File: src/rtl/sr_latch_driver_pkg.sv
// Shared types and widths for the NAND SR latch driver.
package sr_drv_pkg;

  localparam int unsigned CntW    = 4;
  localparam int unsigned ErrCntW = 8;

  typedef enum logic [1:0] {
    StIdle,
    StPulse,
    StGap,
    StCheck
  } state_e;

endpackage

File: src/rtl/sr_latch_driver_if.sv
// Command handshake, latch drive and latch feedback bundle for sr_latch_driver.
interface sr_latch_driver_if;
  import sr_drv_pkg::*;

  logic               cmd_valid;
  logic               cmd_ready;
  logic               cmd_val;
  logic               set;
  logic               reset;
  logic               q;
  logic               qbar;
  logic               done;
  logic               err;
  logic [ErrCntW-1:0] err_cnt;

  modport master (
    output cmd_valid, cmd_val, q, qbar,
    input  cmd_ready, set, reset, done, err, err_cnt
  );

  modport slave (
    input  cmd_valid, cmd_val, q, qbar,
    output cmd_ready, set, reset, done, err, err_cnt
  );

endinterface

File: src/rtl/sr_latch_driver_sync2.sv
// Two-flop synchronizer for one asynchronous feedback bit; resets to 0.
module sync2 (
  input  logic clk,
  input  logic rst_n,
  input  logic i_d,
  output logic o_q
);

  logic r_meta;
  logic r_sync;

  always_ff @(posedge clk or negedge rst_n) begin
    if (!rst_n) begin
      r_meta <= 1'b0;
      r_sync <= 1'b0;
    end else begin
      r_meta <= i_d;
      r_sync <= r_meta;
    end
  end

  assign o_q = r_sync;

endmodule

File: src/rtl/sr_latch_driver.sv
// Sequencer that pulses one active-low input of a NAND SR latch, waits a guard gap,
// then confirms the synchronized latch feedback against the requested value.
module sr_latch_driver
  import sr_drv_pkg::*;
#(
  parameter int unsigned PULSE_W = 3,
  parameter int unsigned GAP_W   = 3
) (
  input  logic             clk,
  input  logic             rst_n,
  sr_latch_driver_if.slave drv_bus
);

  localparam logic [CntW-1:0] PulseLd = CntW'(PULSE_W - 1);
  localparam logic [CntW-1:0] GapLd   = CntW'(GAP_W - 1);

  state_e             r_state, w_state_d;
  logic [CntW-1:0]    r_cnt, w_cnt_d;
  logic               r_tgt, w_tgt_d;
  logic               r_set, w_set_d;
  logic               r_reset, w_reset_d;
  logic [ErrCntW-1:0] r_err_cnt, w_err_cnt_d;
  logic               w_qs, w_qbs;
  logic               w_match;
  logic               w_done, w_err;

  sync2 u_sync_q (
    .clk   (clk),
    .rst_n (rst_n),
    .i_d   (drv_bus.q),
    .o_q   (w_qs)
  );

  sync2 u_sync_qbar (
    .clk   (clk),
    .rst_n (rst_n),
    .i_d   (drv_bus.qbar),
    .o_q   (w_qbs)
  );

  assign w_match = (w_qs == r_tgt) && (w_qbs == ~r_tgt);

  always_comb begin
    w_state_d   = r_state;
    w_cnt_d     = r_cnt;
    w_tgt_d     = r_tgt;
    w_err_cnt_d = r_err_cnt;
    w_done      = 1'b0;
    w_err       = 1'b0;
    unique case (r_state)
      StIdle: begin
        if (drv_bus.cmd_valid) begin
          w_tgt_d   = drv_bus.cmd_val;
          w_cnt_d   = PulseLd;
          w_state_d = StPulse;
        end
      end
      StPulse: begin
        if (r_cnt == '0) begin
          w_cnt_d   = GapLd;
          w_state_d = StGap;
        end else begin
          w_cnt_d = r_cnt - CntW'(1);
        end
      end
      StGap: begin
        if (r_cnt == '0) begin
          w_state_d = StCheck;
        end else begin
          w_cnt_d = r_cnt - CntW'(1);
        end
      end
      StCheck: begin
        w_state_d = StIdle;
        if (w_match) begin
          w_done = 1'b1;
        end else begin
          w_err = 1'b1;
          if (r_err_cnt != '1) begin
            w_err_cnt_d = r_err_cnt + ErrCntW'(1);
          end
        end
      end
      default: w_state_d = StIdle;
    endcase
    // Drive from the next state so the registered pulse lines up with the state;
    // only one of the two inputs can ever be selected.
    w_set_d   = !((w_state_d == StPulse) && !w_tgt_d);
    w_reset_d = !((w_state_d == StPulse) && w_tgt_d);
  end

  always_ff @(posedge clk or negedge rst_n) begin
    if (!rst_n) begin
      r_state   <= StIdle;
      r_cnt     <= '0;
      r_tgt     <= 1'b0;
      r_set     <= 1'b1;
      r_reset   <= 1'b1;
      r_err_cnt <= '0;
    end else begin
      r_state   <= w_state_d;
      r_cnt     <= w_cnt_d;
      r_tgt     <= w_tgt_d;
      r_set     <= w_set_d;
      r_reset   <= w_reset_d;
      r_err_cnt <= w_err_cnt_d;
    end
  end

  assign drv_bus.cmd_ready = (r_state == StIdle);
  assign drv_bus.set       = r_set;
  assign drv_bus.reset     = r_reset;
  assign drv_bus.done      = w_done;
  assign drv_bus.err       = w_err;
  assign drv_bus.err_cnt   = r_err_cnt;

endmodule

File: src/flat_wrapper.sv
// flat-port wrapper written by rule: the top's interface ports become plain ports
module sr_latch_driver_flat import sr_drv_pkg::*;
#(
  parameter int unsigned PULSE_W = 3,
  parameter int unsigned GAP_W   = 3
)
  (clk, rst_n, drv_bus_cmd_valid, drv_bus_cmd_val, drv_bus_q, drv_bus_qbar, drv_bus_cmd_ready, drv_bus_set, drv_bus_reset, drv_bus_done, drv_bus_err, drv_bus_err_cnt);
  sr_latch_driver_if drv_bus_i ();
  input  logic clk;
  input  logic rst_n;
  input wire logic [$bits(drv_bus_i.cmd_valid)-1:0] drv_bus_cmd_valid;
  input wire logic [$bits(drv_bus_i.cmd_val)-1:0] drv_bus_cmd_val;
  input wire logic [$bits(drv_bus_i.q)-1:0] drv_bus_q;
  input wire logic [$bits(drv_bus_i.qbar)-1:0] drv_bus_qbar;
  output wire logic [$bits(drv_bus_i.cmd_ready)-1:0] drv_bus_cmd_ready;
  output wire logic [$bits(drv_bus_i.set)-1:0] drv_bus_set;
  output wire logic [$bits(drv_bus_i.reset)-1:0] drv_bus_reset;
  output wire logic [$bits(drv_bus_i.done)-1:0] drv_bus_done;
  output wire logic [$bits(drv_bus_i.err)-1:0] drv_bus_err;
  output wire logic [$bits(drv_bus_i.err_cnt)-1:0] drv_bus_err_cnt;
  assign drv_bus_i.cmd_valid = drv_bus_cmd_valid;
  assign drv_bus_i.cmd_val = drv_bus_cmd_val;
  assign drv_bus_i.q = drv_bus_q;
  assign drv_bus_i.qbar = drv_bus_qbar;
  assign drv_bus_cmd_ready = drv_bus_i.cmd_ready;
  assign drv_bus_set = drv_bus_i.set;
  assign drv_bus_reset = drv_bus_i.reset;
  assign drv_bus_done = drv_bus_i.done;
  assign drv_bus_err = drv_bus_i.err;
  assign drv_bus_err_cnt = drv_bus_i.err_cnt;
  sr_latch_driver #(.PULSE_W(PULSE_W), .GAP_W(GAP_W)) u_core (.clk(clk), .rst_n(rst_n), .drv_bus(drv_bus_i));
endmodule
File: config.mk
export PLATFORM = sky130hd
export DESIGN_NAME = sr_latch_driver_flat
export DESIGN_NICKNAME = d
export VERILOG_FILES = /design/src/rtl/sr_latch_driver_pkg.sv /design/src/rtl/sr_latch_driver_if.sv /design/src/rtl/sr_latch_driver_sync2.sv /design/src/rtl/sr_latch_driver.sv /design/src/flat_wrapper.sv
export SDC_FILE = /design/constraint.sdc
export NUM_CORES = 1
export LEC_CHECK = 0
export ABC_AREA = 1
export ABC_CLOCK_PERIOD_IN_PS = 1850
export CAP_MARGIN = 10
export CORE_MARGIN = 2
export CORE_UTILIZATION = 52
export CTS_CLUSTER_DIAMETER = 50
export DETAILED_ROUTE_END_ITERATION = 7
export GPL_ROUTABILITY_DRIVEN = 0
export PLACE_DENSITY = 0.83
export SYNTH_ARGS = -nofsm -noshare
export SYNTH_HDL_FRONTEND = slang
export SYNTH_SLANG_ARGS = --single-unit
File: constraint.sdc
create_clock -name clk -period 1.85 [get_ports clk]
set_input_delay 0.4625 -clock clk [delete_from_list [all_inputs] [get_ports clk]]
set_output_delay 0.4625 -clock clk [all_outputs]
set_load 0.005 [all_outputs]
# [Word level (Yosys, flattened, before mapping)]
# Index checks and enable logic that the tools add are counted.
[op_classes] bitwise_logic=2 n_eq_ne=9 n_div=0 mux=14 n_lt_le_gt_ge=0 mul=0 add_sub_neg=2 shifts=0 n_reduce_logical=11
[op_table] cell="$mux W4" count=3
[op_table] cell="$pmux W4 S3" count=1
[op_table] cell="$add A8 B1 Y8 const B" count=1
[op_table] cell="$ne A8 B8 Y1 const B" count=1
[op_table] cell="$pmux W2 S4" count=1
[op_table] cell="$mux W1" count=6
[op_table] cell="$mux W2" count=3
[op_table] cell="$reduce_and A3 Y1" count=2
[op_table] cell="$eq A2 B1 Y1 const B" count=2
[op_table] cell="$eq A2 B2 Y1 const B" count=2
[op_table] cell="$logic_not A4 Y1" count=1
[op_table] cell="$ne A2 B2 Y1 const B" count=2
[op_table] cell="$sub A4 B1 Y4 const B" count=1
[op_table] cell="$logic_and A1 B1 Y1" count=3
[op_table] cell="$logic_not A1 Y1" count=3
[op_table] cell="$reduce_bool A3 Y1" count=1
[op_table] cell="$eq A1 B1 Y1" count=2
[op_table] cell="$logic_not A2 Y1" count=1
[op_table] cell="$not A1 Y1" count=2
[totals] out_inout_bits=13 latch_bits=0 word_cells=48 ff_bits=21 romBits=0 n_memories=0 mem_bits_rw=0

# [Depth between registers and ports, before layout]
# Gate-level depths: netlist of run 1.
[depth] depth_word=6 depth_mapped=8 ltp_nobuf=8

# [By module]
# Synthesis of run 1 repeated with hierarchy kept, for this count alone.
[hier_totals] hier_cells=153 hier_area_um2=1174.9
[by_module_without_submodules] mod="sr_latch_driver" cells_each=149 area_each_um2=1074.8 n_inst=1
[by_module_without_submodules] mod="sync2" cells_each=2 area_each_um2=50.0 n_inst=2

# [Worst setup path before layout of run 1]
# Ideal clock, no wire load.
[synth_path] path_type="register to register" from="reg u_core.r_state[0]" to="reg u_core.r_cnt[2]" required_ns=1.737 path_stages_with_launch=9 arrival_ns=1.198 slack_ns=0.539 path_buffers=0 setup_time_ns=0.113 cell_sequence="dfrtp_1 inv_1 ha_1 a21oi_1 nand2_1 inv_1 nand2_1 nand2_1 inv_1"
[synth_between] elab_chain_cells=3 word_cells_on_any_way=8 cone_classes="4 x eq/ne; 1 x mux; 3 x reduce/logical"
[synth_lines] item="from (decl)" line_no="sr_latch_driver.sv:17" rtl="state_e r_state, w_state_d;"
[synth_lines] item="from (signal assigned)" line_no="sr_latch_driver.sv:94" rtl="r_state <= StIdle;"
[synth_lines] item="from (signal assigned)" line_no="sr_latch_driver.sv:101" rtl="r_state <= w_state_d;"
[synth_lines] item="$logic_not A2 Y1 *"
[synth_lines] item="via drv_bus_cmd_ready" line_no="flat_wrapper.sv:15" rtl="output wire logic [$bits(drv_bus_i.cmd_ready)-1:0] drv_bus_cmd_ready;"
[synth_lines] item="$ne A2 B2 Y1 (no source line) or $reduce_bool A3 Y1 (tied branches)"
[synth_lines] item="$reduce_and A3 Y1 (no source line)"
[synth_lines] item="to (signal assigned)" line_no="sr_latch_driver.sv:102" rtl="r_cnt <= w_cnt_d;"
[synth_lines] item="to (decl)" line_no="sr_latch_driver.sv:18" rtl="logic [CntW-1:0] r_cnt, w_cnt_d;"
# Mark *: on every way through the listed nets, which the timed path passes. The rest lies on a longest branch.
# A chain may end at the register's enable or synchronous reset.

# [Final worst setup path of run 1]
[layout_path] from="reg u_core.r_set (netlist: u_core.drv_bus.set)" to="out drv_bus_set"
[layout_rtl] item="from (decl)" line_no="sr_latch_driver.sv:20" rtl="logic r_set, w_set_d;"
[layout_rtl] item="from (signal assigned)" line_no="sr_latch_driver.sv:104" rtl="r_set <= w_set_d;"
[layout_rtl] item="to (decl)" line_no="flat_wrapper.sv:16" rtl="output wire logic [$bits(drv_bus_i.set)-1:0] drv_bus_set;"
# No word-level cell between the ends.

==> summary.md, run 1 <==
| Metric | Value |
|---|---|
| Post-synthesis mux area share | `0%` |
| Total power | `2.03 mW` |
| Ys Warns | `0` |
| Clock transition at the registers of the reported paths | `0.11 ns` |
| Fin nets | `204` |
| Peak per-stage delay on the critical path | `~0.53 ns` |
| Status | `complete, no violations` |
| Final setup vio count | `0` |
| Leak Pwr | `about 0.83 nW` |
| Vias | `1,075` |
| Initial Util | `54.9%` |
| CP Capture Type | `output pin` |
| Commonest non-fill, non-tap cell in the layout | `nand2_1` |
| Buf/Inv on CP | `1` |
| Remaining DRCs | `0` |
| Placed inst area | `0.00145 sq mm` |
| Reg area | `between 500 and 600 sq um` |
| Cells after Synth | `159` |
| Area of the multi-input gates | `581 sq um` |
| Worst Path Arrival | `1.31 ns` |
| Final Hold Fails | `0` |
| Mean area per synthesized cell | `around 7.6 sq um` |
| Layout fillers | `190` |
| Antenna viol nets, final | `0` |
| Post-synthesis compound-gate area fraction | `3.71%` |
| Synthesized cell area | `0.00121 sq mm` |
| Critical path cell sequence | `clkdlybuf4s50_1` |
| Fmax | `between 500 and 600 MHz` |
| Maximum clock path buffer count | `2` |
| Delay-heaviest family, CP | `flip-flops` |
| Max cap viols | `0` |
| Die width | `52.3 microns` |
| Crit Path Class | `reg -> out` |
| Vias in the first global route | `1,063` |
| Syn nets | `173` |
| Slew Viols, Final | `0` |
| CTS root buffer | `clkbuf_4` |
| VDD IR-drop max | `0.00113 V` |
| Worst slew pin tran | `0.368 ns` |
| Clock latency on the worst-skew pair | `0.29 ns` |
| Placed Cells | `207` |
| WL per Instance | `11.6 microns` |
| Antenna violations before repair | `0` |
| Design Area, Final | `0.00152 sq mm` |
| TritonCTS Buffers | `3` |
| Synth Area in Adders | `8.24%` |
| Post-synthesis simple-gate area fraction | `33.1%` |
| Power density of the placed cells | `between 1000 and 1500 mW/mm^2` |
| Post-synthesis register bit count | `21` |
| Setup TNS | `0 ns` |
| Drt total wl | `between 2000 and 3000 microns` |
| FP Rows | `17` |
| Hold Crit Class | `reg -> reg` |
| Gr ovfl total | `0` |
| RSZ-0062 raised after global routing | `no` |
| Clock Sinks | `21` |
| Die H | `52.3 microns` |
| IO Count | `19` |
| CP Max Fanout | `1` |
| Global Route Usage Sum | `approximately 21%` |
| Area Growth Syn to Fin | `25.2%` |
| Final Cycle Share | `95.6%` |
| Dpl hpwl | `1880 microns` |
| Worst EP required | `1.39 ns` |
| Commonest non-fill, non-tap cells in the layout | `59 x nand2_1, 26 x inv_1, 19 x dfrtp_1` |
| Non-filler cells, final | `about 220` |
| Share of cells above drive strength 1 | `12.7%` |
| CTS tree | `built` |
| H-tree depth | `1` |
| Tmin final | `1.77 ns` |
| Port Buffers | `18` |
| CP startpoint kind | `flip-flop` |
| DR iter-0 viols | `22` |
| Rel. slew slack | `75.4%` |
| Post-Synth XOR/XNOR Area | `2.16%` |
| Largest family of logic cells by synthesized area | `simple AND/OR/NAND/NOR gates` |
| Slowest CP cell | `dfstp_2` |
| WHS | `approximately 0.37 ns` |
| Register area share after synthesis | `43.5%` |
| Largest net degree at the start of global routing | `15` |
| Core footprint | `0.00221 sq mm` |
| Yosys cell types | `19` |
| First-pass GRT wire length | `4360 microns` |
| Antenna fix cells | `0` |
| Die area | `0.00274 sq mm` |
| Initial DRT Pass Iterations | `4` |
| Clock skew | `0.00255 ns` |
| DR vias/cell | `just under 5` |
worst register-to-register path, stage by stage, from the launching register on:
cell and delay, ns:
dfrtp_1 0.42, ha_2 0.21, buf_4 0.13, buf_4 0.14, a21oi_1 0.16, nand2_1 0.13, inv_1 0.13, nand2_1 0.07
nand2_1 0.06, inv_1 0.03
state kept, by name, summed over array words and instances (netlist names):
name / flops
u_core.r_state: 2
u_core.u_sync_q.r_meta: 1
u_core.drv_bus.err_cnt: 8
u_core.r_tgt: 1
u_core.drv_bus.set: 1
u_core.r_cnt: 4
u_core.u_sync_qbar.o_q: 1
u_core.u_sync_qbar.r_meta: 1
u_core.drv_bus.reset: 1
u_core.u_sync_q.o_q: 1
synthesized netlist by cell type (all sizes together):
library cell	instances	area (sq um)
nand3	16	92.6
dfrtp	19	475
nor2	6	37.5
nand2	62	238
o21ai	6	30.0
a21oi	3	15.0
xnor2	1	8.76
xor2	2	17.5
nand3b	2	15.0
nand4	2	12.5
or2	1	6.26
ha	8	100
dfstp	2	52.6
inv	29	114
where the power goes:
part	internal (mW)	switching [mW]
Clock	0.0836	0.125
Combinational	0.492	0.627
Sequential	0.591	0.113
Total	1.17	0.865
cell families after synthesis:
family / Yosys count
xor gates and xnor gates: 3
buffers and inverters: 29
AOI/OAI and AO/OA: 9
DFF: 21
and+or+nand+nor: 89
adders and majority gates: 8
metrics by stage:
step / worst slack, ns / util (%)
CTS: 0.0672 / 68.4
finish: 0.0808 / 68.8
detailed placement: 0.123 / 65.3
floorplan: 0.539 / -
global placement: 0.162 / 65.3
global route: 0.00147 / 68.8
layout make-up:
cell class,count,area share [%]
Multi-Input combinational cell,109,38.2
Inverter,29,7.48
Sequential cell,21,34.7
Clock buffer,4,1.73
Timing Repair Buffer,26,15.6
Tap cell,28,2.30
metal layers:
| metal | part of all wire (%) | routed length, microns | track usage, % | vias to the layer above |
|---|---|---|---|---|
| li1 | - | - | - | 545 |
| met5 | 0 | 0 | 0 | - |
| met1 | 44 | 1110 | 27.1 | 496 |
| met3 | 3.3 | 84 | 2.57 | 0 |
| met2 | 53 | 1330 | 39.4 | 34 |
| met4 | 0 | 0 | 3.85 | 0 |
final timing paths:
check | end | start | cells after the start | slack [ns]
max in group asynchronous | u_core.r_cnt[1]$_DFFE_PN0P_ | rst_n | 2 | 0.89
hold / removal | u_core.u_sync_qbar.o_q$_DFF_PN0_ | u_core.u_sync_qbar.r_meta$_DFF_PN0_ | 0 | 0.37
setup / recovery | drv_bus_set | u_core.drv_bus.set$_DFF_PN1_ | 1 | 0.08
hold reg to reg | u_core.u_sync_qbar.o_q$_DFF_PN0_ | u_core.u_sync_qbar.r_meta$_DFF_PN0_ | 0 | 0.37
setup reg to reg | u_core.r_cnt[2]$_DFFE_PN0P_ | u_core.r_state[1]$_DFF_PN0_ | 9 | 0.29
min in group asynchronous | u_core.u_sync_q.o_q$_DFF_PN0_ | rst_n | 1 | 0.44
what timing repair did:
action / CTS / global route
pin swaps: 2 / 2
buffers inserted: 5 / 1
hold buffers: 0 / 0
resized for setup: 8 / 1
setup endpoints to repair: 3 / 1
Note: power is estimated with default switching activity, not from simulation.
==> run 2: changes to the inputs <==
ABC_CLOCK_PERIOD_IN_PS = 1600   (was 1850)
CORE_ASPECT_RATIO = 0.7   (was default)
CORE_UTILIZATION = 47   (was 52)
PLACE_DENSITY = 0.79   (was 0.83)
clock period = 1.6 ns   (was 1.85 ns; I/O delays follow)
==> run 2 against run 1 <==
Effect of this change: final area increased by 8.1%; sequential power up 13%; worst setup slack got worse by 0.078 ns; final cell count grew 8.3%; total power up 28%; register-to-register slack got worse by 0.16 ns; sequential share of layout area fell by 2.5 points; non-clock buffer count up 12; clock skew up 0.0027 ns; via count grew 5.7%; critical path type unchanged.
==> summary.md, run 2 (synthesis results as in run 1) <==
| Metric | Value |
|---|---|
| Layout fillers | `between 200 and 250` |
| Antenna violations before repair | `0` |
| Fmax | `626 MHz` |
| Setup TNS | `0 ns` |
| Reg area | `529 sq um` |
| Final Hold Fails | `0` |
| DR vias/cell | `a little under 5` |
| FF-to-FF Start | `u_core.r_state[1]$_DFF_PN0_` |
| Port Buffers | `18` |
| Drt total wl | `2670 microns` |
| Vias | `~1,100` |
| Largest register FFs | `8` |
| Clock transition at the registers of the reported paths | `0.07 ns` |
| H-tree depth | `1` |
| CP Max Fanout | `3` |
| VDD IR-drop max | `0.000875 V` |
| CP startpoint kind | `flip-flop` |
| RSZ-0062 raised after global routing | `yes` |
| Commonest non-fill, non-tap cell in the layout | `nand2_1` |
| Antenna fix cells | `0` |
| Area of the multi-input gates | `589 sq um` |
| Maximum clock path buffer count | `2` |
| Remaining DRCs | `0` |
| Die area | `approximately 0.0030 sq mm` |
| Gr ovfl total | `0` |
| Clock skew | `0.00524 ns` |
| Critical path cell sequence | `ha_2, buf_6, inv_2, nor2_1, buf_2` |
| Worst R2R Path Depth | `10` |
| Die width | `approximately 65 microns` |
| Vias in the first global route | `around 1,100` |
| Worst EP required | `about 1.2 ns` |
| Worst Path Arrival | `between 1 and 1.5 ns` |
| Placed Cells | `220` |
| WL per Instance | `11.4 microns` |
| Clock latency on the worst-skew pair | `0.26 ns` |
| Post-Route Utilization | `between 60% and 70%` |
| Max cap viols | `0` |
| DR iter-0 viols | `63` |
| IO Count | `19` |
| Antenna viol nets, final | `0` |
| Clock Sinks | `21` |
| CTS root buffer | `clkbuf_8` |
| Design Area, Final | `0.00164 sq mm` |
| Fin nets | `216` |
| Dpl hpwl | `between 1500 and 2000 microns` |
| Non-filler cells, final | `235` |
| Total power | `2.61 mW` |
| Final Cycle Share | `99.8%` |
| Power density of the placed cells | `approximately 1600 mW/mm^2` |
| Tmin final | `1.60 ns` |
| CTS tree | `built` |
| TritonCTS Buffers | `3` |
| Rel. slew slack | `82.2%` |
| Worst slew pin tran | `0.267 ns` |
| Crit path capture | `drv_bus_done` |
| Status | `complete, no violations` |
| Area Growth Syn to Fin | `35.3%` |
| First-pass GRT wire length | `4110 microns` |
| Leak Pwr | `between 0.9 and 1 nW` |
| Final setup vio count | `0` |
| Slew Viols, Final | `0` |
| FP Rows | `15` |
| Global Route Usage Sum | `roughly 18%` |
| Crit Path Class | `reg -> out` |
| Hold Crit Class | `reg -> reg` |
| Initial DRT Pass Iterations | `4` |
| Placed inst area | `roughly 0.0015 sq mm` |
| Share of cells above drive strength 1 | `22.4%` |
| Slowest CP cell | `dfrtp_1` |
| Core footprint | `0.00246 sq mm` |
| Reg-to-reg slack, setup | `0.13 ns` |
| CP Capture Type | `output pin` |
| Commonest non-fill, non-tap cells in the layout | `57 x nand2_1, 24 x inv_1, 19 x buf_4` |
| Crit Reg-Reg Endpoint | `u_core.r_cnt[1]$_DFFE_PN0P_` |
| Crit path launch | `u_core.r_state[0]$_DFF_PN0_` |
| Die H | `46.5 microns` |
| Initial Util | `49.4%` |
| Peak per-stage delay on the critical path | `approximately 0.4 ns` |
| Largest net degree at the start of global routing | `22` |
[run 2: cell count changes in the layout (fill, tap and decap cells not counted), sizes merged]
cell           previous run  this run
buf                       8        21
clkdlybuf4s50            15        12
clkdlybuf4s15             1         0
clkinv                    0         1
dlygate4sd2               2         3
dlymetal6s2s              0         1
[run 2: per-layer routing]
layer	part of all wire (%)	up-vias	GRT usage, %
li1	-	568	-
met1	42	525	19.7
met2	52	39	35.5
met3	5.7	4	6.11
met4	0.45	0	5.53
met5	0	-	0
[run 2: timing repair]
| action | in CTS | in global routing |
|---|---|---|
| hold buffers | 0 | 0 |
| setup buffers | 10 | 1 |
| pin swaps | 3 | 0 |
| setup endpoints to repair | 11 | 10 |
| endpoints found under the hold margin | 0 | 0 |
| gates resized for setup | 16 | 7 |
| cloned | 0 | 0 |
[run 2: area by class of cell]
cell class	count	share of cell area [%]
clock buffers	3	2.51
multi-input cells	109	35.8
well taps	34	2.59
clock inverters	1	0.304
inverters	29	6.93
flip-flops and latches	21	32.2
repair buffers	38	19.6
[run 2: worst min-delay path by stage]
stage	from	end	slack [ns]	depth (start not counted)
CTS	u_core.u_sync_q.r_meta$_DFF_PN0_	u_core.u_sync_q.o_q$_DFF_PN0_	0.37	0
global route	u_core.u_sync_qbar.r_meta$_DFF_PN0_	u_core.u_sync_qbar.o_q$_DFF_PN0_	0.38	0
finish	u_core.u_sync_q.r_meta$_DFF_PN0_	u_core.u_sync_q.o_q$_DFF_PN0_	0.36	0
floorplan	rst_n	u_core.drv_bus.err_cnt[0]$_DFFE_PN0P_	0.10	0
detailed placement	u_core.u_sync_q.r_meta$_DFF_PN0_	u_core.u_sync_q.o_q$_DFF_PN0_	0.35	0
global placement	u_core.u_sync_q.r_meta$_DFF_PN0_	u_core.u_sync_q.o_q$_DFF_PN0_	0.33	0
[run 2: per-stage QoR]
stage	hold slack, ns	worst slack [ns]
after floorplan	0.104	0.289
after detailed placement	0.349	-0.0811
final	0.363	0.00298
after CTS	0.366	-0.0192
after global placement	0.333	-0.00906
after global routing	0.376	-0.0530
[run 2: critical path: cells and delay by family, from the launching register on]
family | cells | cell delay [ns]
fa+ha+maj | 1 | 0.22
flops | 1 | 0.40
buf+inv | 3 | 0.25
simple gates | 1 | 0.08
[run 2: power by group]
part / internal, mW / leakage, nW / total [mW] / switching [mW]
sequential: 0.684 / 0.262 / 0.792 / 0.108
clock: 0.174 / 0.0255 / 0.350 / 0.176
combinational: 0.679 / 0.622 / 1.47 / 0.786
total: 1.54 / 0.910 / 2.61 / 1.07
==> run 3: changes to the inputs <==
CTS_CLUSTER_DIAMETER = 30   (was 50)
SLEW_MARGIN = 10   (was default)
==> results of run 3 <==
The final DEF is identical to that of run 2; final timing and power are the same.
